<file path="src/rtl/ifu_prefetch_pkg.sv">
// Shared defaults and helpers for the instruction prefetch unit.
package ifu_prefetch_pkg;

   localparam int          DEF_PC_DW       = 32;
   localparam int          DEF_INST_DW     = 32;
   localparam logic [31:0] DEF_RESET_PC    = 32'h8000_0000;
   localparam int          DEF_INST_BYTES  = 4;
   localparam int          DEF_FETCH_DEPTH = 4;

   // True when value is a non-zero power of two.
   function automatic bit is_pow2(input int value);
      return (value > 32'sd0) && ((value & (value - 32'sd1)) == 32'sd0);
   endfunction

endpackage

</file>
<file path="src/rtl/ifu_prefetch_if.sv">
// Request/response channel to instruction memory, IDU handshake and redirect.
interface ifu_prefetch_if #(
   parameter int PC_DW   = 32,
   parameter int INST_DW = 32
) ();

   logic               redirect_valid;
   logic [PC_DW-1:0]   redirect_pc;
   logic               imem_req_valid;
   logic               imem_req_ready;
   logic [PC_DW-1:0]   imem_req_addr;
   logic               imem_rsp_valid;
   logic [INST_DW-1:0] imem_rsp_data;
   logic               inst_valid;
   logic               inst_ready;
   logic [PC_DW-1:0]   inst_pc;
   logic [INST_DW-1:0] inst;

   // The fetch unit.
   modport master (
      input  redirect_valid, redirect_pc,
      output imem_req_valid, imem_req_addr,
      input  imem_req_ready,
      input  imem_rsp_valid, imem_rsp_data,
      output inst_valid, inst_pc, inst,
      input  inst_ready
   );

   // Everything around it: redirect source, memory and IDU.
   modport slave (
      output redirect_valid, redirect_pc,
      input  imem_req_valid, imem_req_addr,
      output imem_req_ready,
      output imem_rsp_valid, imem_rsp_data,
      input  inst_valid, inst_pc, inst,
      output inst_ready
   );

endinterface

</file>
<file path="src/rtl/Reg.sv">
// Generic register primitive with synchronous reset and write enable.
module Reg #(
   parameter int               WIDTH     = 1,
   parameter logic [WIDTH-1:0] RESET_VAL = {WIDTH{1'b0}}
) (
   input  logic             clk,
   input  logic             rst,
   input  logic             wen,
   input  logic [WIDTH-1:0] din,
   output logic [WIDTH-1:0] dout
);

   // Hold value, load din when enabled.
   always_ff @(posedge clk) begin
      if (rst) begin
         dout <= RESET_VAL;
      end else if (wen) begin
         dout <= din;
      end
   end

endmodule

</file>
<file path="src/rtl/ifu_fetch_queue.sv">
// Reservation queue: entries are allocated at request time, filled in order
// by responses and popped in order by the decoder. Flush drops everything.
module ifu_fetch_queue #(
   parameter int PC_DW   = 32,
   parameter int INST_DW = 32,
   parameter int DEPTH   = 4,
   parameter int CNT_W   = $clog2(DEPTH) + 1
) (
   input  logic               clk,
   input  logic               rst,
   input  logic               flush,
   input  logic               alloc_en,
   input  logic [PC_DW-1:0]   alloc_pc,
   input  logic               fill_en,
   input  logic [INST_DW-1:0] fill_data,
   input  logic               pop_en,
   output logic               head_filled,
   output logic [PC_DW-1:0]   head_pc,
   output logic [INST_DW-1:0] head_data,
   output logic [CNT_W-1:0]   occupancy,
   output logic [CNT_W-1:0]   unfilled
);

   localparam int             PTR_W   = $clog2(DEPTH);
   localparam logic [PTR_W-1:0] PTR_ONE = PTR_W'(1);

   logic [PC_DW-1:0]   pc_r   [DEPTH];
   logic [INST_DW-1:0] data_r [DEPTH];
   logic [DEPTH-1:0]   filled_r;
   logic [PTR_W-1:0]   alloc_ptr_r;
   logic [PTR_W-1:0]   fill_ptr_r;
   logic [PTR_W-1:0]   head_ptr_r;
   logic [CNT_W-1:0]   occ_r;
   logic [CNT_W-1:0]   unfilled_r;

   // Entry contents and filled flags; alloc, fill and pop never hit the same slot.
   always_ff @(posedge clk) begin
      if (rst) begin
         for (int i = 0; i < DEPTH; i++) begin
            pc_r[i]   <= {PC_DW{1'b0}};
            data_r[i] <= {INST_DW{1'b0}};
         end
         filled_r <= {DEPTH{1'b0}};
      end else if (flush) begin
         filled_r <= {DEPTH{1'b0}};
      end else begin
         if (alloc_en) begin
            pc_r[alloc_ptr_r]     <= alloc_pc;
            filled_r[alloc_ptr_r] <= 1'b0;
         end
         if (fill_en) begin
            data_r[fill_ptr_r]   <= fill_data;
            filled_r[fill_ptr_r] <= 1'b1;
         end
         if (pop_en) begin
            filled_r[head_ptr_r] <= 1'b0;
         end
      end
   end

   // Wrapping pointers plus occupancy and in-flight counters.
   always_ff @(posedge clk) begin
      if (rst || flush) begin
         alloc_ptr_r <= {PTR_W{1'b0}};
         fill_ptr_r  <= {PTR_W{1'b0}};
         head_ptr_r  <= {PTR_W{1'b0}};
         occ_r       <= {CNT_W{1'b0}};
         unfilled_r  <= {CNT_W{1'b0}};
      end else begin
         if (alloc_en) begin
            alloc_ptr_r <= alloc_ptr_r + PTR_ONE;
         end
         if (fill_en) begin
            fill_ptr_r <= fill_ptr_r + PTR_ONE;
         end
         if (pop_en) begin
            head_ptr_r <= head_ptr_r + PTR_ONE;
         end
         occ_r      <= occ_r + CNT_W'(alloc_en) - CNT_W'(pop_en);
         unfilled_r <= unfilled_r + CNT_W'(alloc_en) - CNT_W'(fill_en);
      end
   end

   assign head_filled = filled_r[head_ptr_r];
   assign head_pc     = pc_r[head_ptr_r];
   assign head_data   = data_r[head_ptr_r];
   assign occupancy   = occ_r;
   assign unfilled    = unfilled_r;

endmodule

</file>
<file path="src/rtl/ifu_prefetch_checker.sv">
// Protocol and configuration assertions for the prefetch unit.
module ifu_prefetch_checker
   import ifu_prefetch_pkg::*;
#(
   parameter int FETCH_DEPTH = 4,
   parameter int CNT_W       = 3
) (
   input logic             clk,
   input logic             rst,
   input logic             redirect_valid,
   input logic [1:0]       redirect_pc_lo,
   input logic             rsp_valid,
   input logic [CNT_W-1:0] unfilled,
   input logic [CNT_W-1:0] drop_cnt
);

   localparam bit DEPTH_IS_POW2 = is_pow2(FETCH_DEPTH);

   // Queue indexing relies on natural pointer wrap.
   a_depth_pow2: assert property (@(posedge clk) DEPTH_IS_POW2);

   // Memory may only answer requests that are still owed.
   a_rsp_owed: assert property (@(posedge clk) disable iff (rst)
      rsp_valid |-> ((unfilled != {CNT_W{1'b0}}) || (drop_cnt != {CNT_W{1'b0}})));

   // Redirect targets are word aligned.
   a_redirect_align: assert property (@(posedge clk) disable iff (rst)
      redirect_valid |-> (redirect_pc_lo == 2'b00));

endmodule

</file>
<file path="src/rtl/ifu_prefetch.sv">
// Instruction prefetch: issues in-order fetch requests, buffers up to
// FETCH_DEPTH instructions, and discards stale responses after a redirect.
module ifu_prefetch
   import ifu_prefetch_pkg::*;
#(
   parameter int               PC_DW       = DEF_PC_DW,
   parameter int               INST_DW     = DEF_INST_DW,
   parameter logic [PC_DW-1:0] RESET_PC    = PC_DW'(DEF_RESET_PC),
   parameter int               FETCH_DEPTH = DEF_FETCH_DEPTH,
   parameter int               INST_BYTES  = DEF_INST_BYTES
) (
   input logic            clk,
   input logic            rst,
   ifu_prefetch_if.master bus
);

   localparam int               CNT_W     = $clog2(FETCH_DEPTH) + 1;
   localparam logic [CNT_W-1:0] CNT_ZERO  = {CNT_W{1'b0}};
   localparam logic [CNT_W-1:0] CNT_ONE   = CNT_W'(1);
   localparam logic [CNT_W-1:0] DEPTH_CNT = CNT_W'(FETCH_DEPTH);
   localparam logic [PC_DW-1:0] PC_STEP   = PC_DW'(INST_BYTES);

   logic [PC_DW-1:0]   fetch_pc_s;
   logic [PC_DW-1:0]   fetch_pc_next_s;
   logic               fetch_pc_wen_s;
   logic [CNT_W-1:0]   drop_cnt_r;
   logic [CNT_W-1:0]   drop_cnt_next_s;
   logic [CNT_W-1:0]   occupancy_s;
   logic [CNT_W-1:0]   unfilled_s;
   logic               req_valid_s;
   logic               req_hs_s;
   logic               fill_en_s;
   logic               pop_en_s;
   logic               inst_valid_s;
   logic               head_filled_s;
   logic [PC_DW-1:0]   head_pc_s;
   logic [INST_DW-1:0] head_data_s;

   // Request gating: no fetch while resetting, redirecting, draining or full.
   always_comb begin
      req_valid_s = 1'b0;
      if (rst || bus.redirect_valid || (drop_cnt_r != CNT_ZERO) || (occupancy_s >= DEPTH_CNT)) begin
         req_valid_s = 1'b0;
      end else begin
         req_valid_s = 1'b1;
      end
   end

   assign req_hs_s     = req_valid_s && bus.imem_req_ready;
   assign fill_en_s    = bus.imem_rsp_valid && (drop_cnt_r == CNT_ZERO) && !bus.redirect_valid;
   assign inst_valid_s = !rst && head_filled_s;
   assign pop_en_s     = inst_valid_s && bus.inst_ready && !bus.redirect_valid;

   assign bus.imem_req_valid = req_valid_s;
   assign bus.imem_req_addr  = fetch_pc_s;
   assign bus.inst_valid     = inst_valid_s;

   // Head instruction to IDU; forced to zero while reset is asserted.
   always_comb begin
      bus.inst_pc = {PC_DW{1'b0}};
      bus.inst    = {INST_DW{1'b0}};
      if (rst) begin
         bus.inst_pc = {PC_DW{1'b0}};
         bus.inst    = {INST_DW{1'b0}};
      end else begin
         bus.inst_pc = head_pc_s;
         bus.inst    = head_data_s;
      end
   end

   // Next fetch address: redirect target wins over sequential advance.
   always_comb begin
      fetch_pc_wen_s  = req_hs_s || bus.redirect_valid;
      fetch_pc_next_s = fetch_pc_s + PC_STEP;
      if (bus.redirect_valid) begin
         fetch_pc_next_s = bus.redirect_pc;
      end else begin
         fetch_pc_next_s = fetch_pc_s + PC_STEP;
      end
   end

   Reg #(
      .WIDTH     (PC_DW),
      .RESET_VAL (RESET_PC)
   ) u_fetch_pc (
      .clk  (clk),
      .rst  (rst),
      .wen  (fetch_pc_wen_s),
      .din  (fetch_pc_next_s),
      .dout (fetch_pc_s)
   );

   // Stale-response count: a redirect turns every still-owed response into
   // one to discard, less any response consumed in the redirect cycle.
   always_comb begin
      drop_cnt_next_s = drop_cnt_r;
      if (bus.redirect_valid) begin
         if (drop_cnt_r != CNT_ZERO) begin
            drop_cnt_next_s = unfilled_s + drop_cnt_r - CNT_W'(bus.imem_rsp_valid);
         end else begin
            drop_cnt_next_s = unfilled_s - CNT_W'(bus.imem_rsp_valid);
         end
      end else if (bus.imem_rsp_valid && (drop_cnt_r != CNT_ZERO)) begin
         drop_cnt_next_s = drop_cnt_r - CNT_ONE;
      end else begin
         drop_cnt_next_s = drop_cnt_r;
      end
   end

   // Stale-response counter register.
   always_ff @(posedge clk) begin
      if (rst) begin
         drop_cnt_r <= CNT_ZERO;
      end else begin
         drop_cnt_r <= drop_cnt_next_s;
      end
   end

   ifu_fetch_queue #(
      .PC_DW   (PC_DW),
      .INST_DW (INST_DW),
      .DEPTH   (FETCH_DEPTH),
      .CNT_W   (CNT_W)
   ) u_queue (
      .clk         (clk),
      .rst         (rst),
      .flush       (bus.redirect_valid),
      .alloc_en    (req_hs_s),
      .alloc_pc    (fetch_pc_s),
      .fill_en     (fill_en_s),
      .fill_data   (bus.imem_rsp_data),
      .pop_en      (pop_en_s),
      .head_filled (head_filled_s),
      .head_pc     (head_pc_s),
      .head_data   (head_data_s),
      .occupancy   (occupancy_s),
      .unfilled    (unfilled_s)
   );

   ifu_prefetch_checker #(
      .FETCH_DEPTH (FETCH_DEPTH),
      .CNT_W       (CNT_W)
   ) u_checker (
      .clk            (clk),
      .rst            (rst),
      .redirect_valid (bus.redirect_valid),
      .redirect_pc_lo (bus.redirect_pc[1:0]),
      .rsp_valid      (bus.imem_rsp_valid),
      .unfilled       (unfilled_s),
      .drop_cnt       (drop_cnt_r)
   );

endmodule

</file>
<file path="src/flat_wrapper.sv">
// flat-port wrapper written by rule: the top's interface ports become plain ports
module ifu_prefetch_flat import ifu_prefetch_pkg::*;
#(
   parameter int               PC_DW       = DEF_PC_DW,
   parameter int               INST_DW     = DEF_INST_DW,
   parameter logic [PC_DW-1:0] RESET_PC    = PC_DW'(DEF_RESET_PC),
   parameter int               FETCH_DEPTH = DEF_FETCH_DEPTH,
   parameter int               INST_BYTES  = DEF_INST_BYTES
)
  (clk, rst, bus_redirect_valid, bus_redirect_pc, bus_imem_req_valid, bus_imem_req_addr, bus_imem_req_ready, bus_imem_rsp_valid, bus_imem_rsp_data, bus_inst_valid, bus_inst_pc, bus_inst, bus_inst_ready);
  ifu_prefetch_if #(.PC_DW(PC_DW), .INST_DW(INST_DW)) bus_i ();
  input logic clk;
  input logic rst;
  input wire logic [$bits(bus_i.redirect_valid)-1:0] bus_redirect_valid;
  input wire logic [$bits(bus_i.redirect_pc)-1:0] bus_redirect_pc;
  output wire logic [$bits(bus_i.imem_req_valid)-1:0] bus_imem_req_valid;
  output wire logic [$bits(bus_i.imem_req_addr)-1:0] bus_imem_req_addr;
  input wire logic [$bits(bus_i.imem_req_ready)-1:0] bus_imem_req_ready;
  input wire logic [$bits(bus_i.imem_rsp_valid)-1:0] bus_imem_rsp_valid;
  input wire logic [$bits(bus_i.imem_rsp_data)-1:0] bus_imem_rsp_data;
  output wire logic [$bits(bus_i.inst_valid)-1:0] bus_inst_valid;
  output wire logic [$bits(bus_i.inst_pc)-1:0] bus_inst_pc;
  output wire logic [$bits(bus_i.inst)-1:0] bus_inst;
  input wire logic [$bits(bus_i.inst_ready)-1:0] bus_inst_ready;
  assign bus_i.redirect_valid = bus_redirect_valid;
  assign bus_i.redirect_pc = bus_redirect_pc;
  assign bus_imem_req_valid = bus_i.imem_req_valid;
  assign bus_imem_req_addr = bus_i.imem_req_addr;
  assign bus_i.imem_req_ready = bus_imem_req_ready;
  assign bus_i.imem_rsp_valid = bus_imem_rsp_valid;
  assign bus_i.imem_rsp_data = bus_imem_rsp_data;
  assign bus_inst_valid = bus_i.inst_valid;
  assign bus_inst_pc = bus_i.inst_pc;
  assign bus_inst = bus_i.inst;
  assign bus_i.inst_ready = bus_inst_ready;
  ifu_prefetch #(.PC_DW(PC_DW), .INST_DW(INST_DW), .RESET_PC(RESET_PC), .FETCH_DEPTH(FETCH_DEPTH), .INST_BYTES(INST_BYTES)) u_core (.clk(clk), .rst(rst), .bus(bus_i));
endmodule
</file>
<file path="config.mk">
export PLATFORM = sky130hd
export DESIGN_NAME = ifu_prefetch_flat
export DESIGN_NICKNAME = d
export VERILOG_FILES = /design/src/rtl/ifu_prefetch_pkg.sv /design/src/rtl/ifu_prefetch_if.sv /design/src/rtl/Reg.sv /design/src/rtl/ifu_fetch_queue.sv /design/src/rtl/ifu_prefetch_checker.sv /design/src/rtl/ifu_prefetch.sv /design/src/flat_wrapper.sv
export SDC_FILE = /design/constraint.sdc
export NUM_CORES = 1
export LEC_CHECK = 0
export ABC_AREA = 1
export BUFFER_PORTS_ARGS = -buffer_cell sky130_fd_sc_hd__clkbuf_2
export CORE_MARGIN = 3
export CORE_UTILIZATION = 30
export CTS_CLUSTER_DIAMETER = 60
export DETAILED_ROUTE_END_ITERATION = 16
export PLACE_DENSITY_LB_ADDON = 0.12
export SLEW_MARGIN = 25
export SYNTH_ARGS = -nofsm -noshare
export SYNTH_HDL_FRONTEND = slang
export SYNTH_SLANG_ARGS = --single-unit
export TNS_END_PERCENT = 1
</file>
<file path="constraint.sdc">
create_clock -name clk -period 13.9 [get_ports clk]
set_clock_uncertainty 0.2 [all_clocks]
set_input_delay 0.695 -clock clk [delete_from_list [all_inputs] [get_ports clk]]
set_output_delay 0.695 -clock clk [all_outputs]
set_load 0.02 [all_outputs]
</file>
==> flow_summary.ini <==
[outcome]
run_status = finished, final reports clean

[cells_and_area]
seq_area_um2 = 8750
num-fill-cells = 5028
multi_input_area_um2 = 5110
drive_gt1_share_pct = 14.5
diodes = 0
final_common_cell = nor2_1
final_nets = 1874
syn_to_final_growth_pct = 17.7
mostFrequentLayoutCells = 554 x nor2_1, 256 x edfxtp_1, 166 x clkbuf_2

[synth]
synthXorXnorAreaFrac_pct = 0.830
yosysSeqAreaShare_pct = 59.2
synth-adder-area-share_pct = 2.44
syn_inst = 1642
synth-simple-area-share_pct = 21.5
synth_top_family_by_area = simple AND/OR/NAND/NOR gates
synth.mux.area_fraction_pct = 0
yosysWarnings = 0
synth_fp_nets = 1739
yosysTopAreaCell = edfxtp_1
synth_compound_area_share_pct = 9.63
synth_top_area_share_pct = 52.1
ys_ff_latch = 309
synth_area_um2 = 14800
ys_top_cells_by_area = edfxtp_1 52%, nor2_1 14%, dfxtp_1 7.2%
ys_types = 34
avgSynthCellArea_um2 = 8.99

[detailed_routing]
drc_errors = 0
ant_nets = 0
routed_wl_um = 43900
wire_per_inst_um = 17.8
dr.pass1.iters = 5
drt_first_iter_violations = 761
num_vias = 11583
vias_per_cell = 4.70

[clocking]
hold_buffers = 0
post_cts_buffers = 0
cts_root_buf = clkbuf_16
clk_latency_ps = 550
clock-sinks = 309
path_clk_slew_ps = 50
tritoncts = done
h-tree-depth = 2
numCtsBuffers = 40
clk_path_buf_depth = 3
cts_resized = 0

[grt]
grt_max_degree = 81
antenna_found_initial = 0
overflow = 0
grt_pass1_wl_um = 68800
grt_pass1_vias = 11789
track_usage_pct = 16.7

[sta]
fmax_mhz = 234
min_period_over_period_pct = 30.8
slew-limit-headroom_pct = 36.8
tns_ps = 0
drv_slew = 0
fin_crit_ps = 4280
rsz0062_at_grt = false
setup_viol = 0
worst_pin_slew_ps = 942
hold_viol = 0
whs_ps = 205

[setup_path]
crit_type = reg2out
r2r_end = u_core.u_queue.data_r[2][10]
startpoint_type = flop
cp.arrival_ps = 3380
endpoint_kind = output pin
cp_max_fo = 80
rrSetupSlack_ps = 10160
r2r_cells = 13
r2r-start = u_core.drop_cnt_r[0]
critPathRequiredTime_ps = 13010

[floorplan]
rows = 80
die_width_um = 228
io_pins = 168
fp.dieH_um = 228
dieArea_um2 = 51900
core_area_um2 = 48100
start_util_pct = 30.7

[place]
port_buffers = 167
post-dp-hpwl_um = 27800
gp_congestion = 0.810

[power]
ir_drop_uv = 68.4
leakage_nw = 6.83
p_per_area_nw_per_um2 = 131

[worst_hold_path]
hold_end = u_core.u_fetch_pc.dout[5]
hp-class = in2reg
hp-start = bus_redirect_pc[5]
min_path_cells = 3

[flow_run]
max_cap_viol_count = 0
==> through the flow <==
step	setup slack [ps]	instances	instance area [um^2]	total power, mW	util, %
final	9620	2464	17400	2.28	36.1
after global routing	9280	2464	17400	2.37	36.1
after CTS	9450	2464	17400	2.31	36.1
after detailed placement	9440	2391	16100	1.30	33.5
after global placement	9570	2391	16100	1.30	33.5
after floorplan	9270	1642	14800	1.22	-
==> power breakdown <==
group	switching (mW)	internal (mW)	total [mW]
registers	0.0224	1.05	1.07
logic	0.150	0.0574	0.208
clock network	0.410	0.586	0.996
total	0.583	1.69	2.28
==> worst max-delay path, cell delays in order, from the launching register on <==
cell	delay (ps)
dfxtp_4	730
clkinv_2	720
buf_4	610
o21ai_0	360
a21oi_1	160
clkbuf_2	220
==> sequential cells by signal, summed over array words and instances, names as in the netlist, 3 cells and up, named ones only <==
signal                    count
u_core.u_fetch_pc.dout       32
u_core.drop_cnt_r             3
u_core.u_queue.occupancy      3
u_core.u_queue.pc_r         128
u_core.u_queue.data_r       128
u_core.u_queue.unfilled       3
u_core.u_queue.filled_r       4
==> final cells by class <==
| type | count | area share (%) |
|---|---|---|
| Clock buffer | 47 | 5.91 |
| Clock inverter | 26 | 1.27 |
| Inverter | 128 | 2.78 |
| Multi-Input combinational cell | 1115 | 29.4 |
| Sequential cell | 309 | 50.4 |
| Tap cell | 656 | 4.72 |
| Timing Repair Buffer | 183 | 5.52 |
==> metal layers <==
| metal | part of all wire, % | track usage (%) |
|---|---|---|
| met2 | 46 | 27.1 |
| met3 | 5.1 | 3.33 |
| met5 | 0 | 0 |
| met1 | 47 | 22.9 |
| met4 | 2.4 | 4.44 |
==> worst max path at each step <==
stage / from / endpoint / slack, ps
final: flop / bus_inst_pc[7] / 9620
after global routing: flop / bus_inst_pc[13] / 9280
after CTS: flop / bus_inst_pc[7] / 9450
after detailed placement: bus_redirect_valid / u_core.u_queue.pc_r[2][27] / 9440
after global placement: bus_redirect_valid / u_core.u_queue.pc_r[2][30] / 9570
after floorplan: bus_redirect_valid / u_core.u_queue.pc_r[3][0] / 9270
==> Yosys cell counts <==
master and n:
nand2_4 2, o211ai_1 1, nand2_2 4, a21oi_1 102, clkinv_1 3, a211oi_1 1
ha_1 24, a31oi_1 6, nand2_1 156, o31ai_1 1, o21ai_1 13, xnor2_1 4
fa_1 3, buf_6 13, inv_1 121, xor2_1 10, o221ai_1 1, dfxtp_1 53
nor2_2 2, nand4_2 1, inv_2 4, nand3_1 33, a22oi_1 3, edfxtp_1 256
nor2_4 5, or2_2 2, buf_1 25, nor2_1 554, clkbuf_1 38, o21ai_0 151
nor3_1 19, buf_2 14, nand4_1 10, nand3b_1 7
==> cells by family (layout without fill, tap and decap cells) <==
logic type	count (synthesis)	count (layout)
simple gates	795	795
flops	309	309
compound gates	279	279
buf+inv	218	384
fa+ha+maj	27	27
xor+xnor	14	14
Note: power is estimated with default switching activity, not from simulation.
